## src/rtl/axi_lite_pkg.sv

```systemverilog
// Shared constants for the AXI4-Lite initiator: response codes and FSM states.
package axi_lite_pkg;

    localparam logic [1:0] RESP_OKAY   = 2'b00;
    localparam logic [1:0] RESP_EXOKAY = 2'b01;
    localparam logic [1:0] RESP_SLVERR = 2'b10;
    localparam logic [1:0] RESP_DECERR = 2'b11;

    typedef enum logic [1:0] {
        IDLE = 2'd0,
        WR   = 2'd1,
        RD   = 2'd2
    } state_e;

endpackage

```

## src/rtl/axi_lite_master.sv

```systemverilog
// AXI4-Lite initiator: converts single-beat core load/store requests into
// AXI-Lite read/write transactions, one outstanding at a time.
module axi_lite_master
    import axi_lite_pkg::*;
#(
    parameter int unsigned AXI_AWIDTH = 32,
    parameter int unsigned AXI_DWIDTH = 32
) (
    input  logic                    AXI_ACLK,
    input  logic                    AXI_ARESETN,
    // core request / response
    input  logic                    req_valid,
    output logic                    req_ready,
    input  logic                    req_we,
    input  logic [AXI_AWIDTH-1:0]   req_addr,
    input  logic [AXI_DWIDTH-1:0]   req_wdata,
    input  logic [AXI_DWIDTH/8-1:0] req_wstrb,
    output logic                    rsp_valid,
    output logic [AXI_DWIDTH-1:0]   rsp_rdata,
    output logic                    rsp_err,
    // write address / data / response channels
    output logic [AXI_AWIDTH-1:0]   AXI_AWADDR,
    output logic                    AXI_AWVALID,
    input  logic                    AXI_AWREADY,
    output logic [AXI_DWIDTH-1:0]   AXI_WDATA,
    output logic [AXI_DWIDTH/8-1:0] AXI_WSTRB,
    output logic                    AXI_WVALID,
    input  logic                    AXI_WREADY,
    input  logic [1:0]              AXI_BRESP,
    input  logic                    AXI_BVALID,
    output logic                    AXI_BREADY,
    // read address / data channels
    output logic [AXI_AWIDTH-1:0]   AXI_ARADDR,
    output logic                    AXI_ARVALID,
    input  logic                    AXI_ARREADY,
    input  logic [AXI_DWIDTH-1:0]   AXI_RDATA,
    input  logic [1:0]              AXI_RRESP,
    input  logic                    AXI_RVALID,
    output logic                    AXI_RREADY
);

    localparam int unsigned STRB_W = AXI_DWIDTH / 8;

    state_e                  state_q, state_d;
    logic [AXI_AWIDTH-1:0]   addr_q, addr_d;
    logic [AXI_DWIDTH-1:0]   wdata_q, wdata_d;
    logic [STRB_W-1:0]       wstrb_q, wstrb_d;
    logic                    awvalid_q, awvalid_d;
    logic                    wvalid_q, wvalid_d;
    logic                    bready_q, bready_d;
    logic                    arvalid_q, arvalid_d;
    logic                    rready_q, rready_d;
    logic                    aw_done_q, aw_done_d;
    logic                    w_done_q, w_done_d;
    logic                    b_seen_q, b_seen_d;
    logic                    ar_done_q, ar_done_d;
    logic                    r_seen_q, r_seen_d;
    logic                    err_q, err_d;
    logic                    rsp_valid_q, rsp_valid_d;
    logic                    rsp_err_q, rsp_err_d;
    logic [AXI_DWIDTH-1:0]   rdata_q, rdata_d;

    logic aw_hs, w_hs, b_hs, ar_hs, r_hs;

    assign aw_hs = awvalid_q & AXI_AWREADY;
    assign w_hs  = wvalid_q  & AXI_WREADY;
    assign b_hs  = bready_q  & AXI_BVALID;
    assign ar_hs = arvalid_q & AXI_ARREADY;
    assign r_hs  = rready_q  & AXI_RVALID;

    // Next-state logic: accept in IDLE, track per-channel handshakes, complete when all seen
    always_comb begin
        state_d     = state_q;
        addr_d      = addr_q;
        wdata_d     = wdata_q;
        wstrb_d     = wstrb_q;
        awvalid_d   = awvalid_q;
        wvalid_d    = wvalid_q;
        bready_d    = bready_q;
        arvalid_d   = arvalid_q;
        rready_d    = rready_q;
        aw_done_d   = aw_done_q;
        w_done_d    = w_done_q;
        b_seen_d    = b_seen_q;
        ar_done_d   = ar_done_q;
        r_seen_d    = r_seen_q;
        err_d       = err_q;
        rdata_d     = rdata_q;
        rsp_valid_d = 1'b0;
        rsp_err_d   = 1'b0;

        case (state_q)
            IDLE: begin
                if (req_valid) begin
                    addr_d    = req_addr;
                    aw_done_d = 1'b0;
                    w_done_d  = 1'b0;
                    b_seen_d  = 1'b0;
                    ar_done_d = 1'b0;
                    r_seen_d  = 1'b0;
                    err_d     = 1'b0;
                    if (req_we) begin
                        wdata_d   = req_wdata;
                        wstrb_d   = req_wstrb;
                        awvalid_d = 1'b1;
                        wvalid_d  = 1'b1;
                        bready_d  = 1'b1;
                        state_d   = WR;
                    end else begin
                        arvalid_d = 1'b1;
                        rready_d  = 1'b1;
                        state_d   = RD;
                    end
                end
            end
            WR: begin
                if (aw_hs) begin
                    awvalid_d = 1'b0;
                    aw_done_d = 1'b1;
                end
                if (w_hs) begin
                    wvalid_d = 1'b0;
                    w_done_d = 1'b1;
                end
                // an early B (before AW/W finish) is still recorded; completion waits
                if (b_hs) begin
                    b_seen_d = 1'b1;
                    err_d    = (AXI_BRESP != RESP_OKAY);
                end
                if (aw_done_d && w_done_d && b_seen_d) begin
                    bready_d    = 1'b0;
                    rsp_valid_d = 1'b1;
                    rsp_err_d   = err_d;
                    state_d     = IDLE;
                end
            end
            RD: begin
                if (ar_hs) begin
                    arvalid_d = 1'b0;
                    ar_done_d = 1'b1;
                end
                if (r_hs) begin
                    r_seen_d = 1'b1;
                    rdata_d  = AXI_RDATA;
                    err_d    = (AXI_RRESP != RESP_OKAY);
                end
                if (ar_done_d && r_seen_d) begin
                    rready_d    = 1'b0;
                    rsp_valid_d = 1'b1;
                    rsp_err_d   = err_d;
                    state_d     = IDLE;
                end
            end
            default: begin
                state_d = IDLE;
            end
        endcase
    end

    // State and output registers; reset discards any pending transaction
    always_ff @(posedge AXI_ACLK or negedge AXI_ARESETN) begin
        if (!AXI_ARESETN) begin
            state_q     <= IDLE;
            addr_q      <= '0;
            wdata_q     <= '0;
            wstrb_q     <= '0;
            awvalid_q   <= 1'b0;
            wvalid_q    <= 1'b0;
            bready_q    <= 1'b0;
            arvalid_q   <= 1'b0;
            rready_q    <= 1'b0;
            aw_done_q   <= 1'b0;
            w_done_q    <= 1'b0;
            b_seen_q    <= 1'b0;
            ar_done_q   <= 1'b0;
            r_seen_q    <= 1'b0;
            err_q       <= 1'b0;
            rdata_q     <= '0;
            rsp_valid_q <= 1'b0;
            rsp_err_q   <= 1'b0;
        end else begin
            state_q     <= state_d;
            addr_q      <= addr_d;
            wdata_q     <= wdata_d;
            wstrb_q     <= wstrb_d;
            awvalid_q   <= awvalid_d;
            wvalid_q    <= wvalid_d;
            bready_q    <= bready_d;
            arvalid_q   <= arvalid_d;
            rready_q    <= rready_d;
            aw_done_q   <= aw_done_d;
            w_done_q    <= w_done_d;
            b_seen_q    <= b_seen_d;
            ar_done_q   <= ar_done_d;
            r_seen_q    <= r_seen_d;
            err_q       <= err_d;
            rdata_q     <= rdata_d;
            rsp_valid_q <= rsp_valid_d;
            rsp_err_q   <= rsp_err_d;
        end
    end

    assign req_ready   = (state_q == IDLE);
    assign rsp_valid   = rsp_valid_q;
    assign rsp_rdata   = rdata_q;
    assign rsp_err     = rsp_err_q;
    assign AXI_AWADDR  = addr_q;
    assign AXI_AWVALID = awvalid_q;
    assign AXI_WDATA   = wdata_q;
    assign AXI_WSTRB   = wstrb_q;
    assign AXI_WVALID  = wvalid_q;
    assign AXI_BREADY  = bready_q;
    assign AXI_ARADDR  = addr_q;
    assign AXI_ARVALID = arvalid_q;
    assign AXI_RREADY  = rready_q;

endmodule

```

## config.mk

```make
export PLATFORM = sky130hd
export DESIGN_NAME = axi_lite_master
export DESIGN_NICKNAME = d
export VERILOG_FILES = /design/src/rtl/axi_lite_pkg.sv /design/src/rtl/axi_lite_master.sv
export SDC_FILE = /design/constraint.sdc
export NUM_CORES = 1
export LEC_CHECK = 0
export CORE_MARGIN = 2
export CORE_UTILIZATION = 40
export CTS_CLUSTER_SIZE = 14
export DETAILED_ROUTE_END_ITERATION = 12
export GPL_ROUTABILITY_DRIVEN = 1
export PLACE_DENSITY = 0.81
export SLEW_MARGIN = 30
export SYNTH_ARGS = -nofsm -noshare
export SYNTH_HDL_FRONTEND = slang
export SYNTH_SLANG_ARGS = --single-unit
```

## constraint.sdc

```tcl
create_clock -name AXI_ACLK -period 1.9 [get_ports AXI_ACLK]
set_clock_uncertainty 0.05 [all_clocks]
set_input_delay 0.475 -clock AXI_ACLK [delete_from_list [all_inputs] [get_ports AXI_ACLK]]
set_output_delay 0.475 -clock AXI_ACLK [all_outputs]
set_load 0.03 [all_outputs]
```

==> impl_results.md <==
* Status: completed
* Starting density of the core at 40.6%
* Final core utilization at 65.3%
* Layout cells sized above 1 at 26.4%
* Number of nets in the final layout at 697
* Startpoint types: register
* Synth Flop Type: dfrtp_1
* Total gr overflow at 0
* Vias after detailed routing at 3559
* Fmax at 560 MHz
* Die Ht at 114 um
* Synth top cells by count: 115 x dfrtp_1, 100 x mux2_2, 36 x buf_4
* Clk pin slew, worst setup/hold paths at 0.05 ns
* Crit path kind: register to primary output
* Total Die Area at 12900 um^2
* EDFF count, synth at 0
* Hold WC Path Type: input pin to async pin
* H-tree depth at 4
* Tot GR Track Use at 19.6%
* Crit. End Element: primary output
* Setup ws final at 0.116 ns
* DRC viols at 0
* Top post-synthesis cells by area: dfrtp_1 60%, mux2_2 23%, buf_4 5.6%, a21oi_1 1.1%, ha_1 1.0%
* Core area at 11900 um^2
* Global placement routability congestion at 0.746
* Antenna cells at 0
* Post-Syn Instances at 334
* Top-count cell post-synth: dfrtp_1
* Worst VDD drop at 0.967 mV
* Multi-input gate area at 1590 um^2
* 1st-iter DRT viols at 112
* Site Rows at 40
* Required time of the critical path at 1.37 ns
* Vias in the first global route at 3888
* CTS tree: done
* Pwr per Cell Area at 1900 nW/um^2
* Final hold vios at 0
* Synthesized area at 4810 um^2
* IO Pins at 253
* RSZ-0062 raised after global routing: false
* Max-cap violations at 0
* Initial antenna violation count at 0
* Pins over their slew limit at 0
* WL/cell at 16.6 um
* CP Data Arrival Time at 1.26 ns
* TritonCTS buffer count at 17
* Skew-Pair Late Insertion Delay at 0.40 ns
* First-pass GRT wire length at 19500 um
* Leak pwr at 0.00350 uW
* Mean post-synth cell area at 14.4 um^2
* Cell count after placement at 705
* Peak fanout along the critical path at 12
* Drt pass-1 iters at 4
* Post-synth top area cell: dfrtp_1
* Final setup violation count at 0
* Fillers at 950
* Post-Synthesis Net Count at 451
* Post-Route WL at 12200 um
* Reg area at 2880 um^2
* Cell variety after synth at 32
* Synth top area share at 59.8%
* Layout Cells excl Fill at 734
* Ys async rst share at 100%
* Largest net degree at the start of global routing at 64
* Sequential share of the synthesized area at 59.8%
* Max clock buf depth at 2
* Flops & latches, synth at 115
* Detail Placement HPWL at 9120 um
* Worst slack at placement at -0.0786 ns
* Via-to-Cell Ratio at 4.85
* Minimum clock period at 1.78 ns
* Die Width at 114 um
* Area Overhead vs Synth at 61.0%
* Num Clock Sinks at 115
* Final ANT Viol Nets at 0
* Worst Tran Pin Value at 0.351 ns
* Syn. warnings at 0
* Worst rel slew slack at 76.7%
* CTS root buffer: clkbuf_16
* Period utilisation layout at 93.9%
* IO buf count at 252
cell type report:
type                    count  area share, %
flip-flops and latches    115           37.1
repair buffers            272           33.2
multi-input cells         169           20.6
clock buffers              26           6.44
well taps                 147           2.37
inverters                   5          0.242
cell families (layout without fill, tap and decap cells):
family	after synthesis	after routing	synth area share, %
AOI/OAI and AO/OA	34	34	4.81
and+or+nand+nor	29	29	3.09
adders and majority gates	4	4	1.04
buffers and inverters	50	303	7.46
DFF	115	115	59.8
muxes	102	102	23.8
flip-flops by register name (all words and copies together) (netlist names), 2 cells and up:
signal and count:
AXI_WDATA 32, AXI_ARADDR 32, AXI_WSTRB 4, state_q 2
rsp_rdata 32
power by group:
group | switching (uW) | internal [uW] | leakage, uW
clock network | 943 | 1750 | 0.000244
registers | 699 | 3660 | 0.00136
logic | 4670 | 2990 | 0.00190
metal layers:
layer | share of wire [%] | vias up | GRT usage [%]
met5 | 0 | - | 0
met4 | 1.8 | 0 | 6.91
met3 | 7.8 | 17 | 7.97
met2 | 53 | 173 | 34.2
met1 | 38 | 1742 | 21.8
li1 | - | 1627 | -
worst max-delay path: stages (launching register included):
cell,delay [ns]
dfrtp_1,0.39
inv_2,0.08
ha_4,0.22
buf_6,0.16
placed cells by master (no fill, tap or decap), types with 2 or more instances in the layout:
master / count
inv_1: 3
mux2_2: 100
nor2b_1: 2
clkbuf_16: 17
buf_4: 14
mux2i_1: 2
a21oi_1: 11
o21ai_0: 5
o2bb2ai_1: 3
a31oi_1: 5
ha_1: 2
clkdlybuf4s50_1: 111
nand2_1: 11
dlygate4sd2_1: 139
buf_12: 6
nor2_1: 9
dfrtp_1: 115
clkbuf_8: 4
inv_2: 2
clkbuf_1: 5
through the flow:
step                TNS, ns  hold WS, ns  cell area, um^2  total power, uW
floorplan                 0        0.129             4810             9720
global placement      -1.33        0.289             7380            12900
detailed placement    -2.46        0.295             7380            13100
CTS                       0        0.426             7750            14900
global route              0        0.425             7750            15500
finish                    0        0.441             7750            14700
timing repair:
item,4_1_cts,5_1_grt
setup buffers,2,1
endpoints found under the setup margin,140,2
resized for setup,145,1
endpoints found under the hold margin,11,0
hold buffers,1,0
final timing paths:
path	from	endpoint	slack (ns)	cells past startpoint
min	AXI_ARESETN	rsp_rdata[6]	0.44	2
max reg2reg	state_q[0]	AXI_WDATA[11]	0.19	5
max	state_q[0]	req_ready	0.12	3
min in group AXI_ACLK	rsp_rdata[30]	rsp_rdata[30]	0.44	1
min reg2reg	rsp_rdata[30]	rsp_rdata[30]	0.44	1
max in group asynchronous	AXI_ARESETN	AXI_WDATA[15]	0.78	3
(Power assumes the default switching activity.)
